**config.mk**
```make
export PLATFORM = sky130hd
export DESIGN_NAME = ram_bus_bridge
export DESIGN_NICKNAME = d
export VERILOG_FILES = /design/src/rtl/ram_bus_pkg.sv /design/src/rtl/rr_arb2.sv /design/src/rtl/ram_bus_bridge.sv
export SDC_FILE = /design/constraint.sdc
export NUM_CORES = 1
export LEC_CHECK = 0
export CORE_ASPECT_RATIO = 0.7
export CORE_UTILIZATION = 29
export CTS_BUF_LIST = sky130_fd_sc_hd__clkbuf_8 sky130_fd_sc_hd__clkbuf_16
export CTS_CLUSTER_DIAMETER = 150
export CTS_CLUSTER_SIZE = 40
export DETAILED_ROUTE_END_ITERATION = 7
export HOLD_SLACK_MARGIN = 0.02
export PLACE_DENSITY_LB_ADDON = 0.08
export SYNTH_ARGS = -nofsm -noshare
export SYNTH_HDL_FRONTEND = slang
export SYNTH_SLANG_ARGS = --single-unit
```
**constraint.sdc**
```tcl
create_clock -name CLK -period 2.05 [get_ports CLK]
set_input_delay 0.41 -clock CLK [delete_from_list [all_inputs] [get_ports CLK]]
set_output_delay 0.41 -clock CLK [all_outputs]
set_load 0.01 [all_outputs]
```
**src/rtl/ram_bus_pkg.sv**
```systemverilog
`default_nettype none
// ============================================================================
//  Module      : ram_bus_pkg
//  Description : Shared types and constants for the two-master RAM front end.
//                Holds the grant/arbiter-state encodings, the RAM depth and
//                the default byte base address of the RAM window.
//  Revision    : 1.0  initial release
// ============================================================================
package ram_bus_pkg;

    // RAM geometry: 4096 words of 32 bits.
    localparam int          RAM_AW            = 12;
    localparam int          RAM_WORDS         = 1 << RAM_AW;
    localparam logic [31:0] DEFAULT_BASE_ADDR = 32'h0000_0000;

    // Which master owns a transfer (used for response routing).
    typedef enum logic [0:0] {
        GNT_I = 1'b0,
        GNT_D = 1'b1
    } gnt_t;

    // Round-robin arbiter state: the master granted most recently.
    typedef enum logic [0:0] {
        LAST_I = 1'b0,
        LAST_D = 1'b1
    } arb_state_t;

endpackage : ram_bus_pkg
`default_nettype wire

```
**src/rtl/rr_arb2.sv**
```systemverilog
`default_nettype none
// ============================================================================
//  Module      : rr_arb2
//  Description : Two-way round-robin arbiter. The grant is combinational in
//                the request cycle; the last-grant state register advances on
//                every grant. Under contention the master that was NOT granted
//                last wins, so continuous contention alternates strictly.
//  Revision    : 1.0  initial release
//
//  Ports:
//    clk    in   clock
//    rst    in   synchronous active-high reset (forces no grant, state LAST_I)
//    req_i  in   instruction-bus request
//    req_d  in   data-bus request
//    gnt_i  out  instruction-bus grant (combinational)
//    gnt_d  out  data-bus grant (combinational)
//    state  out  current last-grant state
// ============================================================================
module rr_arb2
    import ram_bus_pkg::*;
(
    input  logic       clk,
    input  logic       rst,
    input  logic       req_i,
    input  logic       req_d,
    output logic       gnt_i,
    output logic       gnt_d,
    output arb_state_t state
);

    arb_state_t r_last;

    // No grant is issued while reset is asserted, so nothing reaches the RAM.
    always_comb begin
        gnt_i = 1'b0;
        gnt_d = 1'b0;
        if (!rst) begin
            if (req_i && req_d) begin
                gnt_d = (r_last == LAST_I);
                gnt_i = (r_last == LAST_D);
            end else begin
                gnt_i = req_i;
                gnt_d = req_d;
            end
        end
    end

    always_ff @(posedge clk) begin
        if (rst) begin
            r_last <= LAST_I;
        end else if (gnt_i) begin
            r_last <= LAST_I;
        end else if (gnt_d) begin
            r_last <= LAST_D;
        end
    end

    assign state = r_last;

endmodule : rr_arb2
`default_nettype wire

```
**src/rtl/ram_bus_bridge.sv**
```systemverilog
`default_nettype none
// ============================================================================
//  Module      : ram_bus_bridge
//  Description : Front end for the 4096x32 synchronous on-chip RAM. Arbitrates
//                the instruction-fetch bus and the data bus onto the single
//                RAM port, decodes the address window, drives the RAM pins and
//                routes the one-cycle-late read data back to the requester.
//  Revision    : 1.0  initial release
//
//  Ports:
//    CLK, RST                      clock, synchronous active-high reset
//    ib_cmd_valid/ready/addr       fetch command handshake and byte address
//    ib_rsp_valid/data             fetch response (one cycle after accept)
//    db_cmd_valid/ready/wr/addr    data command handshake, direction, address
//    db_cmd_data/mask              write data and byte-lane enables
//    db_rsp_valid/data             data read response (reads only)
//    oor_pulse                     pulse the cycle after an out-of-window accept
//    RAM_ADR/D/WEM/WE/ME/OE        RAM macro control and write-data pins
//    RAM_Q                         RAM read data (valid the cycle after ME)
// ============================================================================
module ram_bus_bridge
    import ram_bus_pkg::*;
#(
    parameter int          ADDR_WIDTH = RAM_AW,
    parameter logic [31:0] BASE_ADDR  = DEFAULT_BASE_ADDR
) (
    input  logic                  CLK,
    input  logic                  RST,
    // instruction-fetch bus
    input  logic                  ib_cmd_valid,
    output logic                  ib_cmd_ready,
    input  logic [31:0]           ib_cmd_addr,
    output logic                  ib_rsp_valid,
    output logic [31:0]           ib_rsp_data,
    // data bus
    input  logic                  db_cmd_valid,
    output logic                  db_cmd_ready,
    input  logic                  db_cmd_wr,
    input  logic [31:0]           db_cmd_addr,
    input  logic [31:0]           db_cmd_data,
    input  logic [3:0]            db_cmd_mask,
    output logic                  db_rsp_valid,
    output logic [31:0]           db_rsp_data,
    // status
    output logic                  oor_pulse,
    // RAM macro
    output logic [ADDR_WIDTH-1:0] RAM_ADR,
    output logic [31:0]           RAM_D,
    output logic [3:0]            RAM_WEM,
    output logic                  RAM_WE,
    output logic                  RAM_ME,
    output logic                  RAM_OE,
    input  logic [31:0]           RAM_Q
);

    // Address bits above the word index select the window.
    localparam int WIN_LSB = ADDR_WIDTH + 2;

    logic                  w_gnt_i;
    logic                  w_gnt_d;
    logic                  w_any_gnt;
    logic [31:0]           w_addr;
    logic                  w_in_range;
    logic                  w_rd_accept;
    logic [ADDR_WIDTH-1:0] w_word_addr;
    arb_state_t            w_arb_state;
    logic                  w_unused;

    logic [ADDR_WIDTH-1:0] r_adr;
    logic [31:0]           r_d;
    logic                  r_pend;
    gnt_t                  r_who;
    logic                  r_oor;
    logic                  r_oor_pulse;

    rr_arb2 u_arb (
        .clk   (CLK),
        .rst   (RST),
        .req_i (ib_cmd_valid),
        .req_d (db_cmd_valid),
        .gnt_i (w_gnt_i),
        .gnt_d (w_gnt_d),
        .state (w_arb_state)
    );

    assign ib_cmd_ready = w_gnt_i;
    assign db_cmd_ready = w_gnt_d;
    assign w_any_gnt    = w_gnt_i | w_gnt_d;

    // Address of whichever master holds the grant this cycle.
    assign w_addr      = w_gnt_d ? db_cmd_addr : ib_cmd_addr;
    assign w_in_range  = (w_addr[31:WIN_LSB] == BASE_ADDR[31:WIN_LSB]);
    assign w_word_addr = w_addr[WIN_LSB-1:2];

    // Every iBus command is a read; dBus commands are reads when wr = 0.
    assign w_rd_accept = w_gnt_i | (w_gnt_d & ~db_cmd_wr);

    // RAM pins. ADR/D follow the granted command in its own cycle because the
    // RAM samples them on the same edge; otherwise they hold the last value.
    assign RAM_ME  = w_any_gnt & w_in_range;
    assign RAM_WE  = w_gnt_d & db_cmd_wr & w_in_range;
    assign RAM_WEM = RAM_WE ? db_cmd_mask : 4'b0000;
    assign RAM_ADR = w_any_gnt ? w_word_addr : r_adr;
    assign RAM_D   = w_any_gnt ? db_cmd_data : r_d;
    assign RAM_OE  = 1'b1;

    always_ff @(posedge CLK) begin
        if (RST) begin
            r_adr       <= '0;
            r_d         <= '0;
            r_pend      <= 1'b0;
            r_who       <= GNT_I;
            r_oor       <= 1'b0;
            r_oor_pulse <= 1'b0;
        end else begin
            if (w_any_gnt) begin
                r_adr <= w_word_addr;
                r_d   <= db_cmd_data;
            end
            // Response pipeline stage: loaded on every accepted read, cleared
            // on any other cycle.
            r_pend      <= w_rd_accept;
            r_who       <= w_gnt_d ? GNT_D : GNT_I;
            r_oor       <= w_rd_accept & ~w_in_range;
            r_oor_pulse <= w_any_gnt & ~w_in_range;
        end
    end

    // A read accepted just before reset rises must not respond, so the
    // pending flag is masked by the reset cycle itself.
    assign ib_rsp_valid = r_pend & ~RST & (r_who == GNT_I);
    assign db_rsp_valid = r_pend & ~RST & (r_who == GNT_D);
    assign ib_rsp_data  = r_oor ? 32'h0000_0000 : RAM_Q;
    assign db_rsp_data  = r_oor ? 32'h0000_0000 : RAM_Q;
    assign oor_pulse    = r_oor_pulse;

    // Byte-offset bits are ignored; the arbiter state is exported only for
    // observation.
    assign w_unused = ^{w_addr[1:0], w_arb_state};

endmodule : ram_bus_bridge
`default_nettype wire

```
==> results_dict.tcl, run 1 <==
set metrics [dict create \
    final-setup-viol-count 12 \
    power_dens_cells_mw_per_mm2 551.5 \
    ir_worst_vdd_v 0.0002492 \
    post_dp_cell_area_sq_mm 0.005207 \
    antenna_found_initial 0 \
    clk_transition_reported_paths_ns 0.06 \
    p_clk_share_pct 31.4 \
    area_inside_the_core_boundary_sq_mm 0.008618 \
    post_detailed_route_wirelength_per_cell_microns 15.58 \
    synth_compound_gate_area_share_pct 6.185 \
    yosys_register_bits 49 \
    worst_ep_required_time_ns 1.64 \
    die_height_microns 81.68 \
    final_cells 648 \
    layout.area.seq_sq_um 980.9 \
    p_sw_mw 0.8048 \
    reg2reg_to "oor_pulse" \
    grt_start_max_net_pins 37 \
    synth-warning-count 0 \
    logic_depth_of_the_worst_register_to_register_path 9 \
    die_width_microns 115.8 \
    timing.critical_path.fanout_max 5 \
    max_freq_mhz 463.3 \
    synth.mux.area_fraction_pct 16.75 \
    flow.area_growth_from_synthesis_pct 114.4 \
    timing.clock.skew_ns 0.004925 \
    antenna_left 0 \
    power_leakage_nw 2.702 \
    hpwl_microns 7775 \
    min_period_over_period_pct 105.3 \
    synth-adder-area-share_pct 0 \
    num-fill-cells 764 \
    hold_path_depth 3 \
    ioPinCount 257 \
    gr-total-overflow 0 \
    totalPowerFinal_mw 3.110 \
    timing.hold.worst.start "db_cmd_valid" \
    globalplace.congestion 0.7358 \
    violations "setup timing" \
    place.detailed.instances 623 \
    drt-initial-drc-count 66 \
    synth_simple_gate_area_share_pct 26.74 \
    min_to "u_arb.state" \
    hold_violations 0 \
    clock_tree.htree_level_count 2 \
    drtPass1Iterations 4 \
    latest_clock_arrival_within_the_worst_skew_pair_ns 0.29 \
    globalRouteTotalUtil_pct 19.67 \
    worstSetupEndpointType "output port" \
    number_of_buffers_created_by_cts 5 \
    post_synth_instance_area_sq_mm 0.002630 \
    buffer_ports.inserted 251 \
    die_area_sq_mm 0.009460 \
    fraction_of_final_layout_cells_sized_beyond_drive_strength_1_pct 34.47 \
    finalWorstPathRequiredPeriod_ns 2.159 \
    main_combinational_cell_family_by_area_after_synthesis "simple AND/OR/NAND/NOR gates" \
    setup_total_negative_slack_ns -0.5755 \
    netlist_top_cells_area "sky130_fd_sc_hd__dfxtp_1, sky130_fd_sc_hd__nor2b_1, sky130_fd_sc_hd__mux2_1, sky130_fd_sc_hd__buf_4, sky130_fd_sc_hd__mux2i_1" \
    cellInternalPower_mw 2.305 \
    critPathKind "input port to output port" \
    initial_core_util_pct 30.52 \
    dr_total_vias 2800 \
    multiInputGateArea_sq_mm 0.001538 \
    antenna-diode-count 0 \
    synth_fp_nets 412 \
    cts_tree "done" \
    worst_slack_ns -0.1086 \
    timing.reg2reg.setup_slack_ns 0.31 \
    holdCritPathClass "input port to register" \
    cts.sink_count 49 \
    synth.distinct_cells 33 \
    totalWireLength_microns 10100 \
    timing.critical_path.arrival_ns 1.75 \
    status "finished with violations" \
    finish.net_count 664 \
    grt_setup_unrepaired "true" \
    grt_pass1_vias 2714 \
    finalMaxSlewViolations 0 \
    synth.top_cell.area_share_pct 37.30 \
    cts-root-buf "sky130_fd_sc_hd__clkbuf_16" \
    combinationalPowerShare_pct 35.4 \
    final_area_sq_mm 0.005639 \
    floorplan.rows 28 \
    r2r-start "u_arb.state" \
    critical_path.startpoint_type "input port" \
    place_ws_ns -0.8938 \
    synth_top_cell_by_area "sky130_fd_sc_hd__dfxtp_1" \
    seq_area_frac_synth_pct 37.30 \
    drc_errors 0 \
    p_seq_share_pct 33.3 \
    syn-instance-count 275 \
    grt_pass1_wl_microns 14150 \
    clock_tree.buffer_depth 2 \
    max-cap-violations 0 \
    synthXorXnorAreaFrac_pct 0 \
    syn-mean-instance-area_sq_um 9.564 \
    sw_frac_of_total_pct 25.88 \
    via_per_inst 4.321 \
]
sequential cells by signal (all words and copies together) (netlist names):
| register | count |
|---|---|
| u_arb.state | 1 |
| r_pend | 1 |
| r_d | 32 |
| r_who | 1 |
| oor_pulse | 1 |
| r_oor | 1 |
| r_adr | 12 |
power groups by stage:
stage	registers [mW]	clock network (mW)	logic, mW
global placement	1.05	0	1.05
floorplan	1.05	0	0.421
finish	1.03	0.975	1.10
CTS	1.03	0.999	1.09
global route	1.04	1.05	1.17
detailed placement	1.05	0	1.06
worst max-delay path, stage by stage:
cell and delay (ns):
sky130_fd_sc_hd__buf_8 0.10, sky130_fd_sc_hd__buf_6 0.10, sky130_fd_sc_hd__o21bai_4 0.18, sky130_fd_sc_hd__buf_6 0.14, sky130_fd_sc_hd__buf_12 0.12, sky130_fd_sc_hd__buf_16 0.12
sky130_fd_sc_hd__and2_4 0.13, sky130_fd_sc_hd__a221o_1 0.28, sky130_fd_sc_hd__buf_2 0.15
layer usage:
layer  part of all wire (%)  global-route usage (%)  vias up
li1                       -                       -     1395
met3                    8.3                   6.716        7
met2                     51                   35.48      102
met1                     40                   23.01     1296
met4                   0.50                   3.077        0
met5                      0                       0        -
cell usage in the layout, fill, tap and decap left out, drive strengths merged, types with 3 or more instances in the layout:
master / Yosys / routed
buf: 40 / 100
and2: 8 / 8
dlygate4sd2: 0 / 12
a211oi: 8 / 8
inv: 4 / 3
mux2i: 8 / 8
clkdlybuf4s50: 0 / 138
clkbuf: 9 / 24
clkdlybuf4s15: 0 / 6
nor2: 10 / 10
a221o: 4 / 4
dfxtp: 49 / 49
a21oi: 10 / 10
dlymetal6s2s: 0 / 20
nor2b: 68 / 68
mux2: 32 / 32
nor4: 5 / 5
or4: 4 / 4
per-stage QoR:
step	util [%]	hold WS, ns
global route	65.43	0.3963
CTS	64.46	0.4303
floorplan	-	0.4576
finish	65.43	0.3847
detailed placement	60.42	0.4847
global placement	60.42	0.4696
cells by family (layout without fill, tap and decap cells):
kind of cell | count (synthesis) | in the layout
AOI/OAI and AO/OA | 24 | 24
and+or+nand+nor | 108 | 108
DFF | 49 | 49
other | 1 | 1
buffers and inverters | 53 | 306
muxes | 40 | 40
what timing repair did:
item	in CTS	in global routing
endpoints found under the setup margin	63	85
gates cloned	4	0
pin swaps	25	26
gates resized for setup	316	92
hold endpoints to repair	0	0
buffers inserted	12	2
hold buffers	0	0
cell type report:
class,instances,area share [%]
Clock inverter,2,0.6656
Tap cell,120,2.663
Clock buffer,6,2.463
Inverter,4,0.3328
Sequential cell,49,17.40
Timing Repair Buffer,294,49.21
Multi-Input combinational cell,173,27.27
synth_stat cells:
cell,count
sky130_fd_sc_hd__inv_2,1
sky130_fd_sc_hd__inv_1,3
sky130_fd_sc_hd__clkbuf_1,9
sky130_fd_sc_hd__or3_4,1
sky130_fd_sc_hd__a21oi_1,10
sky130_fd_sc_hd__a211oi_1,8
sky130_fd_sc_hd__a221o_1,4
sky130_fd_sc_hd__nor3b_1,1
sky130_fd_sc_hd__nand4_2,1
sky130_fd_sc_hd__nor4_4,1
sky130_fd_sc_hd__buf_4,36
sky130_fd_sc_hd__nand2b_1,2
sky130_fd_sc_hd__nand2_1,1
sky130_fd_sc_hd__buf_2,4
sky130_fd_sc_hd__conb_1,1
sky130_fd_sc_hd__nand4_1,1
sky130_fd_sc_hd__nor3_1,1
sky130_fd_sc_hd__nor2b_1,68
sky130_fd_sc_hd__mux2_1,31
sky130_fd_sc_hd__nor4_2,2
sky130_fd_sc_hd__nor4_1,2
sky130_fd_sc_hd__o21ai_1,1
sky130_fd_sc_hd__and2_1,8
sky130_fd_sc_hd__or4_1,3
sky130_fd_sc_hd__dfxtp_1,49
sky130_fd_sc_hd__mux2i_1,8
sky130_fd_sc_hd__mux2_2,1
sky130_fd_sc_hd__or4_4,1
sky130_fd_sc_hd__and3b_1,2
sky130_fd_sc_hd__and3_1,1
sky130_fd_sc_hd__nor2_1,10
sky130_fd_sc_hd__o21bai_1,1
sky130_fd_sc_hd__nand3b_1,2
how the worst max path moves through the flow:
| stage | start | endpoint | slack (ns) |
|---|---|---|---|
| final | RST | RAM_ADR[10] | -0.11 |
| after floorplan | db_cmd_addr[14] | RAM_ME | 0.13 |
| after global placement | db_cmd_addr[28] | RAM_ME | -0.87 |
| after detailed placement | db_cmd_addr[25] | RAM_ME | -0.89 |
| after CTS | db_cmd_addr[22] | RAM_WEM[0] | -0.13 |
| after global routing | RST | RAM_ADR[10] | -0.15 |
Power figures use the tool's default switching activity.
==> inputs of run 2 (changes only) <==
Settings changed: CELL_PAD_IN_SITES_DETAIL_PLACEMENT set to 0, CELL_PAD_IN_SITES_GLOBAL_PLACEMENT set to 1, CORE_UTILIZATION 29 to 20.
Clock period 2.05 ns to 2.06 ns, I/O delays scaled along.
==> results_dict.tcl, run 2 (synthesis gave the netlist of run 1 again) <==
set metrics [dict create \
    status "finished with violations" \
    violations "DRC, setup timing" \
    cts-root-buf "sky130_fd_sc_hd__clkbuf_16" \
    leading_cell_types_in_the_layout_fill_and_taps_excluded "sky130_fd_sc_hd__clkdlybuf4s50_1, sky130_fd_sc_hd__nor2b_1, sky130_fd_sc_hd__dfxtp_1, sky130_fd_sc_hd__buf_6, sky130_fd_sc_hd__buf_2" \
    fraction_of_final_layout_cells_sized_beyond_drive_strength_1_pct 35.86 \
    post_dp_cell_area_sq_mm 0.005263 \
    worstPathBufferInverterCount 2 \
    die_area_sq_mm 0.01362 \
    route.met3.wl_microns 614 \
    met2WireLength_microns 4960 \
    critical_path.cell_chain "dlygate4sd2_1 -> or4_4 -> or3_4 -> a21oi_4 -> buf_6" \
    globalRouteTotalUtil_pct 14.83 \
    clock_tree.buffer_depth 2 \
    floorplan.rows 34 \
    die_width_microns 139.1 \
    max-cap-violations 0 \
    critical_path.startpoint_type "input port" \
    p_seq_share_pct 33.6 \
    grt_setup_unrepaired "true" \
    timing.clock.skew_ns 0.004226 \
    grt_pass1_vias 2821 \
    timing.critical_path.arrival_ns 1.76 \
    most_frequent_standard_cell_in_the_layout_excluding_fill_and_tap_cells "sky130_fd_sc_hd__clkdlybuf4s50_1" \
    holdCritPathClass "register to register" \
    clk_transition_reported_paths_ns 0.07 \
    fin_worst_hold_slack_ns 0.4864 \
    drt-initial-drc-count 68 \
    critPathKind "input port to output port" \
    antenna-diode-count 0 \
    cts_tree "done" \
    routedLengthMet1_microns 4700 \
    cp_top_family "simple AND/OR/NAND/NOR gates" \
    buffer_ports.inserted 251 \
    finalWorstPathRequiredPeriod_ns 2.169 \
    final_util_pct 46.63 \
    antenna_found_initial 0 \
    grt_start_max_net_pins 41 \
    via_per_inst 4.000 \
    worst_ep_required_time_ns 1.65 \
    sw_frac_of_total_pct 26.70 \
    grt_pass1_wl_microns 15790 \
    initial_core_util_pct 20.82 \
    hold_violations 0 \
    antenna_left 0 \
    ioPinCount 257 \
    place.detailed.instances 667 \
    power_dens_cells_mw_per_mm2 520.0 \
    num-fill-cells 1197 \
    top_signal_layer_used "met4" \
    power_leakage_nw 2.741 \
    clock_tree.htree_level_count 2 \
    largest_register_ffs 32 \
    finalMaxSlewViolations 0 \
    final_cells 703 \
    number_of_buffers_created_by_cts 5 \
    final_area_sq_mm 0.005892 \
    cts.sink_count 49 \
    r2r-start "u_arb.state" \
    p_clk_share_pct 28.1 \
    hold_path_depth 2 \
    max_flop_register "r_d" \
    largest_registers "r_d (32), r_adr (12)" \
    critical-path-slowest-cell "sky130_fd_sc_hd__or4_4" \
    totalPowerFinal_mw 3.064 \
    flow.area_growth_from_synthesis_pct 124.0 \
    slowest_delay_ns 0.44 \
    area_inside_the_core_boundary_sq_mm 0.01263 \
    p_sw_mw 0.8178 \
    post_detailed_route_wirelength_per_cell_microns 14.70 \
    gr-total-overflow 0 \
    drtPass1Iterations 8 \
    worstSetupEndpointType "output port" \
    worst_slack_ns -0.1095 \
    logic_depth_of_the_worst_register_to_register_path 8 \
    combinationalPowerShare_pct 38.2 \
    totalWireLength_microns 10330 \
    place_ws_ns -0.9463 \
    setup_total_negative_slack_ns -0.3502 \
    startpoint "db_cmd_addr[14]" \
    ir_worst_vdd_v 0.0003481 \
    min_period_over_period_pct 105.3 \
    final-setup-viol-count 9 \
    timing.hold.worst.start "u_arb.state" \
    hpwl_microns 7718 \
    timing.critical_path.fanout_max 3 \
    max_freq_mhz 460.9 \
    worst-path-stages 5 \
    latest_clock_arrival_within_the_worst_skew_pair_ns 0.29 \
    die_height_microns 97.95 \
    cellInternalPower_mw 2.246 \
    finish.net_count 677 \
    drc_errors 15 \
    globalplace.congestion 0.7579 \
    dr_total_vias 2812 \
]
run 2: layout make-up:
cell class                      instances  area, sq um  share of cell area (%)
Tap cell                              162        202.7                   3.440
Clock inverter                          2        17.52                  0.2973
Multi-Input combinational cell        173         1577                   26.76
Inverter                                4        22.52                  0.3822
Clock buffer                            6        138.9                   2.357
Sequential cell                        49        982.2                   16.67
Timing Repair Buffer                  307         2952                   50.10
run 2: tightest hold or removal path, stage by stage, from the launching register on:
cell	delay, ns
sky130_fd_sc_hd__dfxtp_2	0.33
sky130_fd_sc_hd__nand2b_1	0.06
sky130_fd_sc_hd__a21oi_1	0.05
run 2: metal layers:
layer  up-vias  track usage, %
met5         -               0
li1       1425               -
met1      1277           19.26
met3         6           3.727
met4         0           2.650
met2       104           25.06
run 2: final timing paths:
kind	to	slack, ns
worst max-delay path	RAM_ME	-0.11
worst min-delay path	u_arb.state	0.49
worst max register to register	r_adr[1]	0.35
worst min register to register	u_arb.state	0.49
run 2: power by group through the flow:
stage	registers [mW]	logic, mW	clock network [mW]
3_3_place_gp	1.04	1.06	0
6_report	1.03	1.17	0.862
5_1_grt	1.04	1.25	0.946
4_1_cts	1.03	1.16	0.901
3_5_place_dp	1.05	1.05	0
2_1_floorplan	1.04	0.419	0
run 2: timing repair:
item | CTS | global route
buffers inserted | 21 | 5
pin swaps | 29 | 26
resized for setup | 340 | 74
setup endpoints to repair | 53 | 61
gates cloned | 5 | 0
hold buffers | 0 | 0
==> inputs of run 3 (changes only) <==
Clock period 2.06 ns to 2.2 ns, I/O delays scaled along.
==> results_dict.tcl, run 3 (synthesis gave the netlist of run 1 again) <==
set metrics [dict create \
    antenna_left 0 \
    number_of_buffers_created_by_cts 5 \
    globalRouteTotalUtil_pct 14.40 \
    status "finished with violations" \
    max-cap-violations 0 \
    drt-initial-drc-count 61 \
    clock_tree.buffer_depth 2 \
    max_freq_mhz 460.7 \
    final_util_pct 44.36 \
    violations "DRC" \
    power_dens_cells_mw_per_mm2 515.0 \
    holdCritPathClass "input port to register" \
    leading_cell_types_in_the_layout_fill_and_taps_excluded "sky130_fd_sc_hd__clkdlybuf4s50_1, sky130_fd_sc_hd__nor2b_1, sky130_fd_sc_hd__dfxtp_1, sky130_fd_sc_hd__buf_2, sky130_fd_sc_hd__buf_4" \
    die_area_sq_mm 0.01362 \
    critPathKind "input port to output port" \
    most_frequent_standard_cell_in_the_layout_excluding_fill_and_tap_cells "sky130_fd_sc_hd__clkdlybuf4s50_1" \
    cts_tree "done" \
    post_detailed_route_wirelength_per_cell_microns 14.34 \
    hold_violations 0 \
    worstSetupEndpointType "output port" \
    area_inside_the_core_boundary_sq_mm 0.01263 \
    finalWorstPathRequiredPeriod_ns 2.171 \
    initial_core_util_pct 20.82 \
    gr-total-overflow 0 \
    flow.area_growth_from_synthesis_pct 113.1 \
    drc_errors 15 \
    setup_total_negative_slack_ns 0 \
    routedLengthMet1_microns 4353 \
    fraction_of_final_layout_cells_sized_beyond_drive_strength_1_pct 33.02 \
    place_ws_ns -0.8308 \
    floorplan.rows 34 \
    final_cells 698 \
    hold_buffers 0 \
    grt_start_max_net_pins 41 \
    min_period_over_period_pct 98.67 \
    place.detailed.instances 665 \
    ioPinCount 257 \
    finish.net_count 672 \
    final_area_sq_mm 0.005604 \
    die_height_microns 97.95 \
    latest_clock_arrival_within_the_worst_skew_pair_ns 0.28 \
    clock_tree.htree_level_count 2 \
    met2WireLength_microns 5011 \
    grt_pass1_vias 2822 \
    die_width_microns 139.1 \
    ir_worst_vdd_v 0.0002813 \
    via_per_inst 4.043 \
    grt_setup_unrepaired "true" \
    largest_registers "r_d (32), r_adr (12)" \
    timing.critical_path.fanout_max 3 \
    max_flop_register "r_d" \
    globalplace.congestion 0.7584 \
    antenna_found_initial 0 \
    largest_register_ffs 32 \
    totalWireLength_microns 10010 \
    route.met3.wl_microns 638 \
    cts.sink_count 49 \
    post_dp_cell_area_sq_mm 0.005260 \
    final-setup-viol-count 0 \
    grt_pass1_wl_microns 15450 \
    buffer_ports.inserted 251 \
    critical_path.startpoint_type "input port" \
    antenna-diode-count 0 \
    power_leakage_nw 2.476 \
    timing.clock.skew_ns 0.001244 \
    finalMaxSlewViolations 0 \
    timing.critical_path.arrival_ns 1.73 \
    worst_slack_ns 0.02935 \
    hpwl_microns 7724 \
    cts-root-buf "sky130_fd_sc_hd__clkbuf_16" \
    worst_ep_required_time_ns 1.76 \
    totalPowerFinal_mw 2.886 \
    top_signal_layer_used "met4" \
    dr_total_vias 2822 \
    drtPass1Iterations 7 \
    clk_transition_reported_paths_ns 0.07 \
    fin_worst_hold_slack_ns 0.4274 \
]
[run 3: critical path, cell delays in order]
cell                      delay (ns)
sky130_fd_sc_hd__buf_6          0.09
sky130_fd_sc_hd__or4_4          0.55
sky130_fd_sc_hd__or3_4          0.38
sky130_fd_sc_hd__a21oi_4        0.15
sky130_fd_sc_hd__buf_6          0.12
[run 3: layer usage]
metal	up-vias	GRT usage [%]
met5	-	0
met4	0	1.795
met3	2	3.923
met2	103	25.41
met1	1304	17.94
li1	1413	-
[run 3: power by group]
part	internal, mW	switching [mW]
combinational	0.646	0.376
clock	0.545	0.352
sequential	0.946	0.0219
total	2.14	0.750
[run 3: timing repair]
| item | CTS | global route |
|---|---|---|
| buffers inserted | 19 | 4 |
| gates resized for setup | 318 | 42 |
| gates cloned | 3 | 0 |
| endpoints found under the setup margin | 53 | 42 |
| pin swaps | 22 | 17 |
| endpoints found under the hold margin | 0 | 0 |
[run 3: area by class of cell]
class,instances,area (sq um)
clock inverters,3,47.55
repair buffers,302,2745
flip-flops and latches,49,983.4
fillers,1240,7030
well taps,162,202.7
inverters,4,15.01
multi-input cells,173,1485
clock buffers,5,125.1
[run 3: final timing paths]
check             cells after the start          end       startpoint  slack (ns)
setup reg to reg                      9     r_adr[1]      u_arb.state        0.37
hold reg to reg                       2  u_arb.state      u_arb.state        0.49
hold / removal                        3  u_arb.state              RST        0.43
setup / recovery                      5       RAM_ME  db_cmd_addr[22]        0.03
